**config.mk**
```make
export PLATFORM = sky130hd
export DESIGN_NAME = rgb_fade_ctrl
export DESIGN_NICKNAME = d
export VERILOG_FILES = /design/src/rtl/rgb_pkg.sv /design/src/rtl/rgb_ramp_channel.sv /design/src/rtl/rgb_fade_ctrl.sv
export SDC_FILE = /design/constraint.sdc
export NUM_CORES = 1
export LEC_CHECK = 0
export CORE_MARGIN = 2
export CORE_UTILIZATION = 35
export DETAILED_ROUTE_END_ITERATION = 16
export PLACE_DENSITY_LB_ADDON = 0.12
export SYNTH_ARGS = -nofsm -noshare
export SYNTH_HDL_FRONTEND = slang
export SYNTH_HIERARCHICAL = 1
export SYNTH_SLANG_ARGS = --single-unit
```
**constraint.sdc**
```tcl
create_clock -name clk -period 8.8 [get_ports clk]
set_input_delay 2.2 -clock clk [delete_from_list [all_inputs] [get_ports clk]]
set_output_delay 2.2 -clock clk [all_outputs]
set_load 0.02 [all_outputs]
```
**src/rtl/rgb_pkg.sv**
```systemverilog
// Shared constants, colour table and FSM encoding for the RGB fade controller.
package rgb_pkg;

  localparam logic [7:0] DUTY_MAX = 8'd100;

  localparam logic [2:0] COL_OFF     = 3'd0;
  localparam logic [2:0] COL_RED     = 3'd1;
  localparam logic [2:0] COL_GREEN   = 3'd2;
  localparam logic [2:0] COL_BLUE    = 3'd3;
  localparam logic [2:0] COL_YELLOW  = 3'd4;
  localparam logic [2:0] COL_ORANGE  = 3'd5;
  localparam logic [2:0] COL_MAGENTA = 3'd6;
  localparam logic [2:0] COL_WHITE   = 3'd7;

  typedef logic [1:0] state_t;
  localparam state_t ST_IDLE = 2'd0;
  localparam state_t ST_LOAD = 2'd1;
  localparam state_t ST_RAMP = 2'd2;

  typedef struct packed {
    logic [6:0] r;
    logic [6:0] g;
    logic [6:0] b;
  } level_t;

  function automatic level_t color_level(input logic [2:0] color);
    level_t lvl;
    case (color)
      COL_RED:     lvl = '{r: 7'd100, g: 7'd0,   b: 7'd0};
      COL_GREEN:   lvl = '{r: 7'd0,   g: 7'd100, b: 7'd0};
      COL_BLUE:    lvl = '{r: 7'd0,   g: 7'd0,   b: 7'd100};
      COL_YELLOW:  lvl = '{r: 7'd100, g: 7'd100, b: 7'd0};
      COL_ORANGE:  lvl = '{r: 7'd100, g: 7'd40,  b: 7'd0};
      COL_MAGENTA: lvl = '{r: 7'd100, g: 7'd0,   b: 7'd100};
      COL_WHITE:   lvl = '{r: 7'd100, g: 7'd100, b: 7'd100};
      default:     lvl = '{r: 7'd0,   g: 7'd0,   b: 7'd0};
    endcase
    return lvl;
  endfunction

  // level and intensity are both <= 100, so the product fits in 14 bits.
  function automatic logic [7:0] scale_level(input logic [6:0] level,
                                             input logic [6:0] intensity);
    logic [13:0] prod;
    prod = 14'(level) * 14'(intensity);
    return 8'(prod / 14'd100);
  endfunction

endpackage

```
**src/rtl/rgb_ramp_channel.sv**
```systemverilog
// One colour channel: holds a target and walks its duty one unit per step toward it.
module rgb_ramp_channel
  import rgb_pkg::*;
(
  input  logic       clk,
  input  logic       rst,
  input  logic       load,
  input  logic [7:0] target_in,
  input  logic       step,
  output logic [7:0] duty,
  output logic       at_target
);

  logic [7:0] target;

  always_ff @(posedge clk) begin
    if (rst) begin
      duty   <= 8'd0;
      target <= 8'd0;
    end else begin
      if (load) target <= (target_in > DUTY_MAX) ? DUTY_MAX : target_in;
      if (step && (duty != target)) begin
        duty <= (duty < target) ? duty + 8'd1 : duty - 8'd1;
      end
    end
  end

  assign at_target = (duty == target);

endmodule

```
**src/rtl/rgb_fade_ctrl.sv**
```systemverilog
// Colour/intensity sequencer feeding three PWM duty inputs with smooth ramps.
// Optional blink gating of the outputs is built when BLINK_EN is defined.
module rgb_fade_ctrl
  import rgb_pkg::*;
#(
  parameter int STEP_DIV = 1000
`ifdef BLINK_EN
  , parameter int BLINK_HALF = 50000000
`endif
) (
  input  logic       clk,
  input  logic       rst,
  input  logic       cmd_valid,
  output logic       cmd_ready,
  input  logic [2:0] cmd_color,
  input  logic [7:0] cmd_intensity,
  output logic [7:0] duty_r,
  output logic [7:0] duty_g,
  output logic [7:0] duty_b,
  output logic       busy,
  output logic       done,
  output state_t     fsm_state
`ifdef BLINK_EN
  , input  logic     blink
`endif
);

  localparam int TICK_W = (STEP_DIV > 1) ? $clog2(STEP_DIV) : 1;
  localparam logic [TICK_W-1:0] TICK_LAST = TICK_W'(STEP_DIV - 1);

  state_t            state;
  logic [TICK_W-1:0] tick;
  logic [2:0]        color_q;
  logic [6:0]        intensity_q;
  logic              accept;
  logic              all_at;
  logic              load;
  logic              step;
  level_t            lvl;
  logic [7:0]        int_r, int_g, int_b;
  logic              at_r, at_g, at_b;

  // Handshake: a command transfers on any cycle with cmd_valid & cmd_ready;
  // cmd_ready is low during rst and in LOAD, high in IDLE and RAMP.
  assign cmd_ready = !rst && (state != ST_LOAD);
  assign accept    = cmd_valid && cmd_ready;
  assign all_at    = at_r && at_g && at_b;
  assign load      = (state == ST_LOAD);
  assign step      = (state == ST_RAMP) && (tick == TICK_LAST);
  assign busy      = !rst && ((state == ST_LOAD) || (state == ST_RAMP));
  // A command landing on the completing cycle suppresses done.
  assign done      = !rst && (state == ST_RAMP) && all_at && !accept;
  assign fsm_state = state;

  always_ff @(posedge clk) begin
    if (rst) begin
      state       <= ST_IDLE;
      tick        <= '0;
      color_q     <= COL_OFF;
      intensity_q <= 7'd0;
    end else begin
      if (accept) begin
        color_q     <= cmd_color;
        intensity_q <= (cmd_intensity > DUTY_MAX) ? 7'(DUTY_MAX) : cmd_intensity[6:0];
      end
      case (state)
        ST_IDLE: begin
          tick <= '0;
          if (accept) state <= ST_LOAD;
        end
        ST_LOAD: begin
          tick  <= '0;
          state <= ST_RAMP;
        end
        ST_RAMP: begin
          tick <= (tick == TICK_LAST) ? '0 : tick + TICK_W'(1);
          if (accept)      state <= ST_LOAD;
          else if (all_at) state <= ST_IDLE;
        end
        default: state <= ST_IDLE;
      endcase
    end
  end

  assign lvl = color_level(color_q);

  rgb_ramp_channel u_ch_r (
    .clk(clk), .rst(rst), .load(load), .target_in(scale_level(lvl.r, intensity_q)),
    .step(step), .duty(int_r), .at_target(at_r)
  );
  rgb_ramp_channel u_ch_g (
    .clk(clk), .rst(rst), .load(load), .target_in(scale_level(lvl.g, intensity_q)),
    .step(step), .duty(int_g), .at_target(at_g)
  );
  rgb_ramp_channel u_ch_b (
    .clk(clk), .rst(rst), .load(load), .target_in(scale_level(lvl.b, intensity_q)),
    .step(step), .duty(int_b), .at_target(at_b)
  );

`ifdef BLINK_EN
  localparam int BLINK_W = (BLINK_HALF > 1) ? $clog2(BLINK_HALF) : 1;
  localparam logic [BLINK_W-1:0] BLINK_LAST = BLINK_W'(BLINK_HALF - 1);

  logic [BLINK_W-1:0] blink_cnt;
  logic               blink_off;

  always_ff @(posedge clk) begin
    if (rst || !blink) begin
      blink_cnt <= '0;
      blink_off <= 1'b0;
    end else if (blink_cnt == BLINK_LAST) begin
      blink_cnt <= '0;
      blink_off <= !blink_off;
    end else begin
      blink_cnt <= blink_cnt + BLINK_W'(1);
    end
  end

  // Only the outputs are gated; the internal ramp keeps running.
  assign duty_r = blink_off ? 8'd0 : int_r;
  assign duty_g = blink_off ? 8'd0 : int_g;
  assign duty_b = blink_off ? 8'd0 : int_b;
`else
  assign duty_r = int_r;
  assign duty_g = int_g;
  assign duty_b = int_b;
`endif

endmodule
```
Word-level counts from Yosys, hierarchy flattened
Index checks and enable logic that the tools add are counted.

word-level totals
  register bits after elaboration = 70
  latch bits = 0
  memory bits (writable) = 0
  memory bits (read-only) = 0
  output and inout bits = 29
  memories = 0

operators by class
  add/sub/neg operators = 7
  $mul = 3
  div/mod/pow operators = 3
  order comparisons = 7
  equality and inequality tests = 19
  shift operators = 0
  mux-type cells = 14
  bitwise logic cells = 0
  reductions and logical operators = 19

operator list
  kind                   count
  $pmux 21 s7            1
  $mux 8                 6
  $div 14x7->14 const B  3
  $mul 7x7->14           3
  $gt 8x7->1 const B     4
  $add 8x1->8 const B    3
  $eq 8x8->1             3
  $lt 8x8->1             3
  $ne 8x8->1             3
  $sub 8x1->8 const B    3
  $pmux 10 s2            1
  $eq 3x3->1 const B     4
  $logic_and 1x1->1      12
  $add 10x1->10 const B  1
  $eq 10x10->1 const B   1
  $mux 10                1
  $mux 7                 1
  $eq 3x2->1 const B     2
  $mux 2                 3
  $pmux 2 s3             1
  $eq 3x1->1 const B     1
  $ne 3x3->1 const B     1
  $eq 2x1->1 const B     1
  $eq 2x2->1 const B     1
  other kinds (8)        9

Logic depth before layout (Yosys ltp)
Gate-level depths: netlist (run 1).

  depth after elaboration = 6
  depth in mapped cells = 42

Cells and area by module
The synthesis (run 1) kept the hierarchy.

modules (own cells, without submodules)
  module            times used  cells each  area an instance (um^2)  sequential area each (um^2)
  rgb_fade_ctrl     1           1077        8034.0                   440.4
  rgb_ramp_channel  3           118         999.7                    320.3

Least setup slack after synthesis (run 1)
No wires, ideal clock.

  path type = register to register
  start = register color_q[2]
  end = register u_ch_b.target[2]
  library setup time = 0.095 ns
  arrival = 8.335 ns
  slack = 0.370 ns
  cell stages (with the launch flop) = 38
  buffers on the path = 2
  period minus slack after synthesis = 8.430 ns
  cells stage by stage = dfxtp_1 clkbuf_1 o21a_1 nand2_1 clkinv_1 ha_1 ha_1 inv_1 fa_1 inv_1 ha_1 ha_1 and3b_1 nor3_1 nor2_1 o41ai_4 nor2_2 a221oi_2 [... 2 more ...] mux2i_1 o21a_1 buf_6 clkinv_4 maj3_4 o21ai_4 a311oi_4 o211ai_2 a21oi_2 a2111oi_2 a2111o_1 a31oi_1 o311a_1 o31ai_2 o21ai_0 nand2_1 a31oi_1 a221oi_1

between the ends
  longest elaborated chain between the ends = 6
  elaborated cells on any way between the ends = 12
  those cells by class = mul: 1; div: 1; order compare: 1; eq/ne: 7; mux: 2

RTL lines
  what                                      RTL line                RTL
  start: declaration                        rgb_fade_ctrl.sv:33     logic [2:0] color_q;
  start signal: assignment                  rgb_fade_ctrl.sv:63     color_q <= cmd_color;
  $eq 3x3->1, or another cell as far along  rgb_pkg.sv:28           case (color)
  $pmux 21 s7 (*)                           rgb_pkg.sv:28
  $mul 7x7->14 (*)                          rgb_pkg.sv:45           prod = 14'(level) * 14'(intensity);
  $div 14x7->14 (*)                         rgb_pkg.sv:46           return 8'(prod / 14'd100);
  $gt 8x7->1                                rgb_ramp_channel.sv:21  if (load) target <= (target_in > DUTY_MAX) ? DUTY_MAX : target_in;
  $mux 8 (*)                                rgb_ramp_channel.sv:21
  end signal: assignment                    rgb_ramp_channel.sv:21
  end: declaration                          rgb_ramp_channel.sv:14  logic [7:0] target;

Every way passes the cells marked *; elsewhere a longest branch is shown, timed or not.
A chain may end at the register's enable or synchronous reset.

Worst setup path after layout (run 1)
  start = register color_q[0]
  end = register u_ch_g.target[4]

between the ends
  longest elaborated chain between the ends = 6
  elaborated cells on any way between the ends = 12
  those cells by class = mul: 1; div: 1; order compare: 1; eq/ne: 7; mux: 2

RTL lines
  what                                      RTL line
  $eq 3x3->1, or another cell as far along  rgb_pkg.sv:28
  $pmux 21 s7 (*)                           rgb_pkg.sv:28
  $mul 7x7->14 (*)                          rgb_pkg.sv:45
  $div 14x7->14 (*)                         rgb_pkg.sv:46
  $gt 8x7->1                                rgb_ramp_channel.sv:21
  $mux 8 (*)                                rgb_ramp_channel.sv:21
  end signal: assignment                    rgb_ramp_channel.sv:21
  end: declaration                          rgb_ramp_channel.sv:14

Marks and branches as above.

==> results of run 1 <==
kinds of logic after synthesis:
kind of cell    count (synthesis)  synth area share (%)
xor+xnor                       83                  6.72
mux                            31                  3.06
fa+ha+maj                     155                  18.7
simple gates                  492                  22.1
buf+inv                       148                  5.38
flops                          70                  12.7
compound gates                452                  31.4
worst min-delay path, delay by kind of cell (launching register included):
family                 cells  cell delay (ns)
and+or+nand+nor            1             0.05
DFF                        1             0.30
buffers and inverters      1             0.06
final cells by class:
cell class	instances	area share, %
Sequential cell	70	10.5
Timing Repair Buffer	143	8.77
Multi-Input combinational cell	1215	71.7
Inverter	107	3.06
Clock inverter	5	0.438
Tap cell	402	3.75
Clock buffer	10	1.78
stage by stage:
| step | setup TNS [ns] | setup WS (ns) | cell area, sq um | utilization, % |
|---|---|---|---|---|
| final | 0 | 0.342 | 13400 | 42.9 |
| after global routing | -0.837 | -0.138 | 13400 | 42.9 |
| after CTS | 0 | 0.00585 | 12600 | 40.4 |
| after detailed placement | -1.54 | -0.391 | 12300 | 39.3 |
| after global placement | -0.841 | -0.220 | 12300 | 39.3 |
| after floorplan | 0 | 0.370 | 11000 | - |
path summary, 6_finish.rpt:
path,start,to,depth (start not counted)
max,color_q[0],u_ch_g/target[4],37
min,u_ch_g/target[7],u_ch_g/target[7],2
max reg2reg,color_q[0],u_ch_g/target[4],37
min reg2reg,u_ch_g/target[7],u_ch_g/target[7],2
repair_timing:
action | 4_1_cts | 5_1_grt
buffers inserted | 0 | 28
endpoints found under the setup margin | 8 | 12
pin swaps | 1 | 28
cloned | 0 | 2
gates resized for setup | 6 | 107
per-layer routing:
| layer | GRT usage (%) | share of wire, % | vias to the layer above | routed length, um |
|---|---|---|---|---|
| met5 | 0 | 0 | - | 0 |
| met4 | 3.77 | 1.3 | 0 | 397 |
| met3 | 2.39 | 2.9 | 31 | 909 |
| met2 | 30.2 | 47 | 192 | 14500 |
| met1 | 25.1 | 49 | 5272 | 15100 |
| li1 | - | - | 5590 | - |
where the power goes:
group / total [mW] / internal (mW) / switching, mW
combinational: 0.732 / 0.303 / 0.429
sequential: 0.341 / 0.329 / 0.0124
clock: 0.372 / 0.226 / 0.146
registers in the layout (all words and copies together), names as in the netlist:
name / flops
tick: 10
u_ch_b/duty: 8
u_ch_b/target: 8
u_ch_g/duty: 8
u_ch_g/target: 8
u_ch_r/duty: 8
u_ch_r/target: 8
intensity_q: 7
color_q: 3
fsm_state: 2
cells in the mapped netlist (20+ instances only):
| library cell | number | area (sq um) |
|---|---|---|
| sky130_fd_sc_hd__a31oi_1 | 24 | 150 |
| sky130_fd_sc_hd__and2_1 | 24 | 150 |
| sky130_fd_sc_hd__clkbuf_1 | 27 | 101 |
| sky130_fd_sc_hd__a21oi_1 | 81 | 405 |
| sky130_fd_sc_hd__xor2_1 | 32 | 280 |
| sky130_fd_sc_hd__ha_1 | 137 | 1710 |
| sky130_fd_sc_hd__nor2_1 | 154 | 578 |
| sky130_fd_sc_hd__nor3_1 | 40 | 200 |
| sky130_fd_sc_hd__nand2_1 | 108 | 405 |
| sky130_fd_sc_hd__xnor2_1 | 49 | 429 |
| sky130_fd_sc_hd__dfxtp_1 | 70 | 1400 |
| sky130_fd_sc_hd__mux2i_1 | 20 | 200 |
| sky130_fd_sc_hd__o21ai_0 | 52 | 260 |
| sky130_fd_sc_hd__nand3_1 | 45 | 225 |
| sky130_fd_sc_hd__a21o_1 | 25 | 188 |
| sky130_fd_sc_hd__inv_1 | 101 | 379 |
==> impl_metrics.py, run 1 <==
metrics = {
    "run_status": {
        "run_status": "complete, no violations",
    },
    "cells_and_area": {
        "fillerInstances": 3157,
        "layout.nets": 1713,
        "seqCellArea_sq_um": 1410,
        "number_of_antenna_cells_inserted": 0,
        "multi_input_comb_area_sq_um": 9630,
        "post_route_cells_drive_above_1_share_pct": 18.5,
        "instances_no_fill": 1952,
        "top_library_cells_by_usage_in_the_layout_fill_and_taps_aside": "sky130_fd_sc_hd__nor2_1, sky130_fd_sc_hd__ha_1, sky130_fd_sc_hd__nand2_1",
        "final_common_cell": "sky130_fd_sc_hd__nor2_1",
        "area_delta_synth_final_pct": 21.7,
    },
    "die": {
        "fp-row-count": 65,
        "die-width_um": 182,
        "design.die.area_sq_um": 33000,
        "die_y_um": 182,
        "boundaryPins": 43,
        "start_util_pct": 35.2,
        "core_area_sq_um": 31300,
    },
    "logic_synthesis": {
        "syn_area_sq_um": 11000,
        "yosys_most_used_dff": "sky130_fd_sc_hd__dfxtp_1",
        "postSynthRegisterBits": 70,
        "ys_async_sr_fraction_pct": 0,
        "synthesis.area_per_instance_sq_um": 7.71,
        "synth_warnings": 6,
        "synth.yosys.seq_area_share_pct": 12.7,
        "synth_enable_flop_cells": 0,
        "synthesis.instances": 1431,
        "yosys.cell_types.count": 122,
        "synthesized_nets": 1598,
    },
    "setup_path": {
        "critPathLaunchType": "register",
        "timing.critical_path.max_delay_family": "compound AO/OA/AOI/OAI gates",
        "worst-r2r-setup-slack_ns": 0.34,
        "critical_path.most_common_cell": "sky130_fd_sc_hd__nand2_1",
        "slowest_delay_ns": 0.52,
        "worst-setup-path-type": "reg2reg",
        "required_time_at_the_worst_slack_endpoint_ns": 9.09,
        "critical-path-slowest-cell": "sky130_fd_sc_hd__fa_1",
        "critical_path_arrival_ns": 8.74,
        "critical_path_peak_fanout": 8,
        "critical_path.endpoint_type": "register",
        "critical_path_buf_inv_count": 4,
    },
    "cts": {
        "cts_inserted_buffers": 9,
        "cts.root.buffer_cell": "sky130_fd_sc_hd__clkbuf_16",
        "ctsHtreeMaxLevel": 3,
        "path_clk_slew_ns": 0.06,
        "clock_insertion_delay_worst_skew_ns": 0.35,
        "cts_tree": "built",
        "sinks_on_the_clock_net": 70,
        "max-clock-path-buffers": 2,
        "post_cts_hold_buffer_count": 0,
    },
    "grt": {
        "grt_start_max_net_pins": 58,
        "number_of_antenna_violations_at_the_first_check_in_global_routing": 0,
        "grt_pass1_vias": 10400,
        "grt_use_total_pct": 18.2,
        "grt_pass1_wl_um": 50700,
        "grt_remaining_overflow": 0,
    },
    "placed_design": {
        "port_buffers": 42,
        "dp.cells": 1907,
        "place_hpwl_um": 23700,
        "gpl.final_weighted_congestion": 0.881,
    },
    "timing": {
        "post-route-period-util_pct": 96.1,
        "fin_worst_skew_ns": 0.00975,
        "setup_viol_count_final": 0,
        "finalHoldViolCount": 0,
        "relSlewSlack_pct": 32.8,
        "whs_ns": 0.453,
        "max_clock_freq_mhz": 118,
        "transition_at_the_pin_with_the_smallest_max_transition_slack_ns": 1.00,
        "slew_violations": 0,
        "final.min_clock_period_ns": 8.46,
    },
    "pwr": {
        "vdd.ir_drop.worst_mv": 0.0927,
        "totalPowerFinal_mw": 1.45,
        "power.static_leakage_nw": 5.98,
        "powerDensity_nw_per_um2": 108,
    },
    "drt": {
        "vias": 11100,
        "routed_wirelength_um": 30900,
        "post_detailed_route_count_of_antenna_violating_nets": 0,
        "first_iter_violations": 766,
        "routedWlPerCell_um": 15.8,
        "drt_drc_violations_left": 0,
        "post_dr_vias_cell": 5.68,
        "firstDrtPassIters": 5,
    },
    "job": {
        "drv.max_cap_violation_count": 0,
    },
    "min_path": {
        "min-delay-path-class": "reg2reg",
    },
}
Note: power is estimated with default switching activity, not from simulation.
==> inputs of run 2 (changes only) <==
Clock period 8.8 ns to 10.7 ns, I/O delays scaled along.
==> impl_metrics.py, run 2 (synthesis gave the netlist of run 1 again) <==
metrics = {
    "timing": {
        "max_clock_freq_mhz": 104,
        "fin_tns_setup_ns": 0,
        "fin_worst_skew_ns": 0.00753,
        "finalHoldViolCount": 0,
        "whs_ns": 0.452,
        "final.min_clock_period_ns": 9.66,
        "slew_violations": 0,
        "post-route-period-util_pct": 90.3,
        "transition_at_the_pin_with_the_smallest_max_transition_slack_ns": 0.996,
        "relSlewSlack_pct": 33.1,
        "grt_setup_unrepaired": "no",
        "setup_viol_count_final": 0,
    },
    "cells_and_area": {
        "post_route_cells_drive_above_1_share_pct": 7.92,
        "largest_register_ff_count": 10,
        "instances_no_fill": 1854,
        "number_of_antenna_cells_inserted": 0,
        "fillerInstances": 3250,
        "layout.nets": 1615,
        "area_delta_synth_final_pct": 9.42,
        "top_library_cells_by_usage_in_the_layout_fill_and_taps_aside": "sky130_fd_sc_hd__nor2_1, sky130_fd_sc_hd__ha_1, sky130_fd_sc_hd__nand2_1",
        "final_common_cell": "sky130_fd_sc_hd__nor2_1",
        "largest_register": "tick",
    },
    "setup_path": {
        "critical_path_arrival_ns": 9.86,
        "worst-setup-path-type": "reg2reg",
        "critical_path.most_common_cell": "sky130_fd_sc_hd__ha_1",
        "critical_path_peak_fanout": 12,
        "critical-path-slowest-cell": "sky130_fd_sc_hd__fa_1",
        "critPathLaunchType": "register",
        "required_time_at_the_worst_slack_endpoint_ns": 10.91,
        "critical_path.endpoint_type": "register",
        "slowest_delay_ns": 0.55,
    },
    "cts": {
        "cts_inserted_buffers": 9,
        "cts_setup_buffers": 0,
        "cts_tree": "built",
        "cts.root.buffer_cell": "sky130_fd_sc_hd__clkbuf_16",
        "clock_insertion_delay_worst_skew_ns": 0.35,
        "max-clock-path-buffers": 2,
        "ctsHtreeMaxLevel": 3,
        "path_clk_slew_ns": 0.06,
        "sinks_on_the_clock_net": 70,
    },
    "run_status": {
        "run_status": "complete, no violations",
    },
    "die": {
        "boundaryPins": 43,
        "start_util_pct": 35.2,
        "design.die.area_sq_um": 33000,
        "core_area_sq_um": 31300,
        "fp-row-count": 65,
        "die-width_um": 182,
        "die_y_um": 182,
    },
    "drt": {
        "post_dr_vias_cell": 5.68,
        "post_detailed_route_count_of_antenna_violating_nets": 0,
        "routedWlPerCell_um": 15.8,
        "drt_drc_violations_left": 0,
        "vias": 10500,
        "first_iter_violations": 697,
        "firstDrtPassIters": 5,
        "routed_wirelength_um": 29300,
    },
    "pwr": {
        "totalPowerFinal_mw": 1.07,
        "powerDensity_nw_per_um2": 88.6,
        "vdd.ir_drop.worst_mv": 0.0712,
        "power.static_leakage_nw": 5.40,
    },
    "grt": {
        "grt_pass1_wl_um": 50000,
        "grt_use_total_pct": 18.0,
        "grt_start_max_net_pins": 58,
        "grt_pass1_vias": 10000,
        "grt_remaining_overflow": 0,
        "number_of_antenna_violations_at_the_first_check_in_global_routing": 0,
    },
    "min_path": {
        "min-delay-path-class": "reg2reg",
    },
    "placed_design": {
        "dp.cells": 1839,
        "place_hpwl_um": 23200,
        "port_buffers": 42,
        "gpl.final_weighted_congestion": 0.841,
    },
    "job": {
        "drv.max_cap_violation_count": 0,
    },
}
## run 2: changes by cell type in the layout (fill, tap and decap cells not counted), sizes merged
cell,delta
bufinv,-1
mux2i,-1
nand3b,-1
inv,+1
buf,-96
clkinv,+1
clkbuf,-1
## run 2: cell type report
cell class,count,area (sq um),area share [%]
multi-input combinational,1213,9040,74.9
sequential,70,1400,11.6
tap,402,503,4.17
timing repair buffer,47,453,3.75
inverter,107,410,3.40
clock buffer,9,225,1.87
clock inverter,6,38.8,0.321
## run 2: worst max-delay path, delay by kind of cell (launching register included)
family	cells	cell delay, ns
simple gates	9	1.79
flops	1	0.39
mux	1	0.31
compound gates	16	4.45
fa+ha+maj	6	2.08
buf+inv	4	0.51
## run 2: repair_timing
action	in CTS	in global routing
hold buffers	0	0
gates resized for setup	0	2
setup endpoints to repair	0	4
## run 2: path summary, 6_finish.rpt
path,slack [ns],startpoint,cells after the start,endpoint
worst min register to register,0.45,u_ch_r/target[7],2,u_ch_r/target[7]
worst max register to register,1.04,color_q[2],36,u_ch_b/target[4]
worst min-delay path,0.45,u_ch_r/target[7],2,u_ch_r/target[7]
worst max-delay path,1.04,color_q[2],36,u_ch_b/target[4]
## run 2: metal layers
metal | track usage, % | wire, um | share of wire (%)
met5 | 0 | 0 | 0
met4 | 3.84 | 381 | 1.3
met3 | 2.47 | 993 | 3.4
met2 | 29.1 | 13000 | 45
met1 | 25.3 | 14900 | 51
## run 2: power by group
| part | internal, mW | switching (mW) | total, mW |
|---|---|---|---|
| clock network | 0.155 | 0.125 | 0.281 |
| logic | 0.194 | 0.315 | 0.509 |
| registers | 0.270 | 0.00964 | 0.280 |
| total | 0.619 | 0.450 | 1.07 |
## run 2: metrics by stage
step / cell area (sq um) / worst slack (ns) / utilization, %
finish: 12100 / 1.04 / 38.6
global route: 12100 / 0.120 / 38.6
CTS: 12100 / 0.717 / 38.5
detailed placement: 11800 / 0.739 / 37.7
global placement: 11800 / 0.703 / 37.7
floorplan: 11000 / 2.27 / -
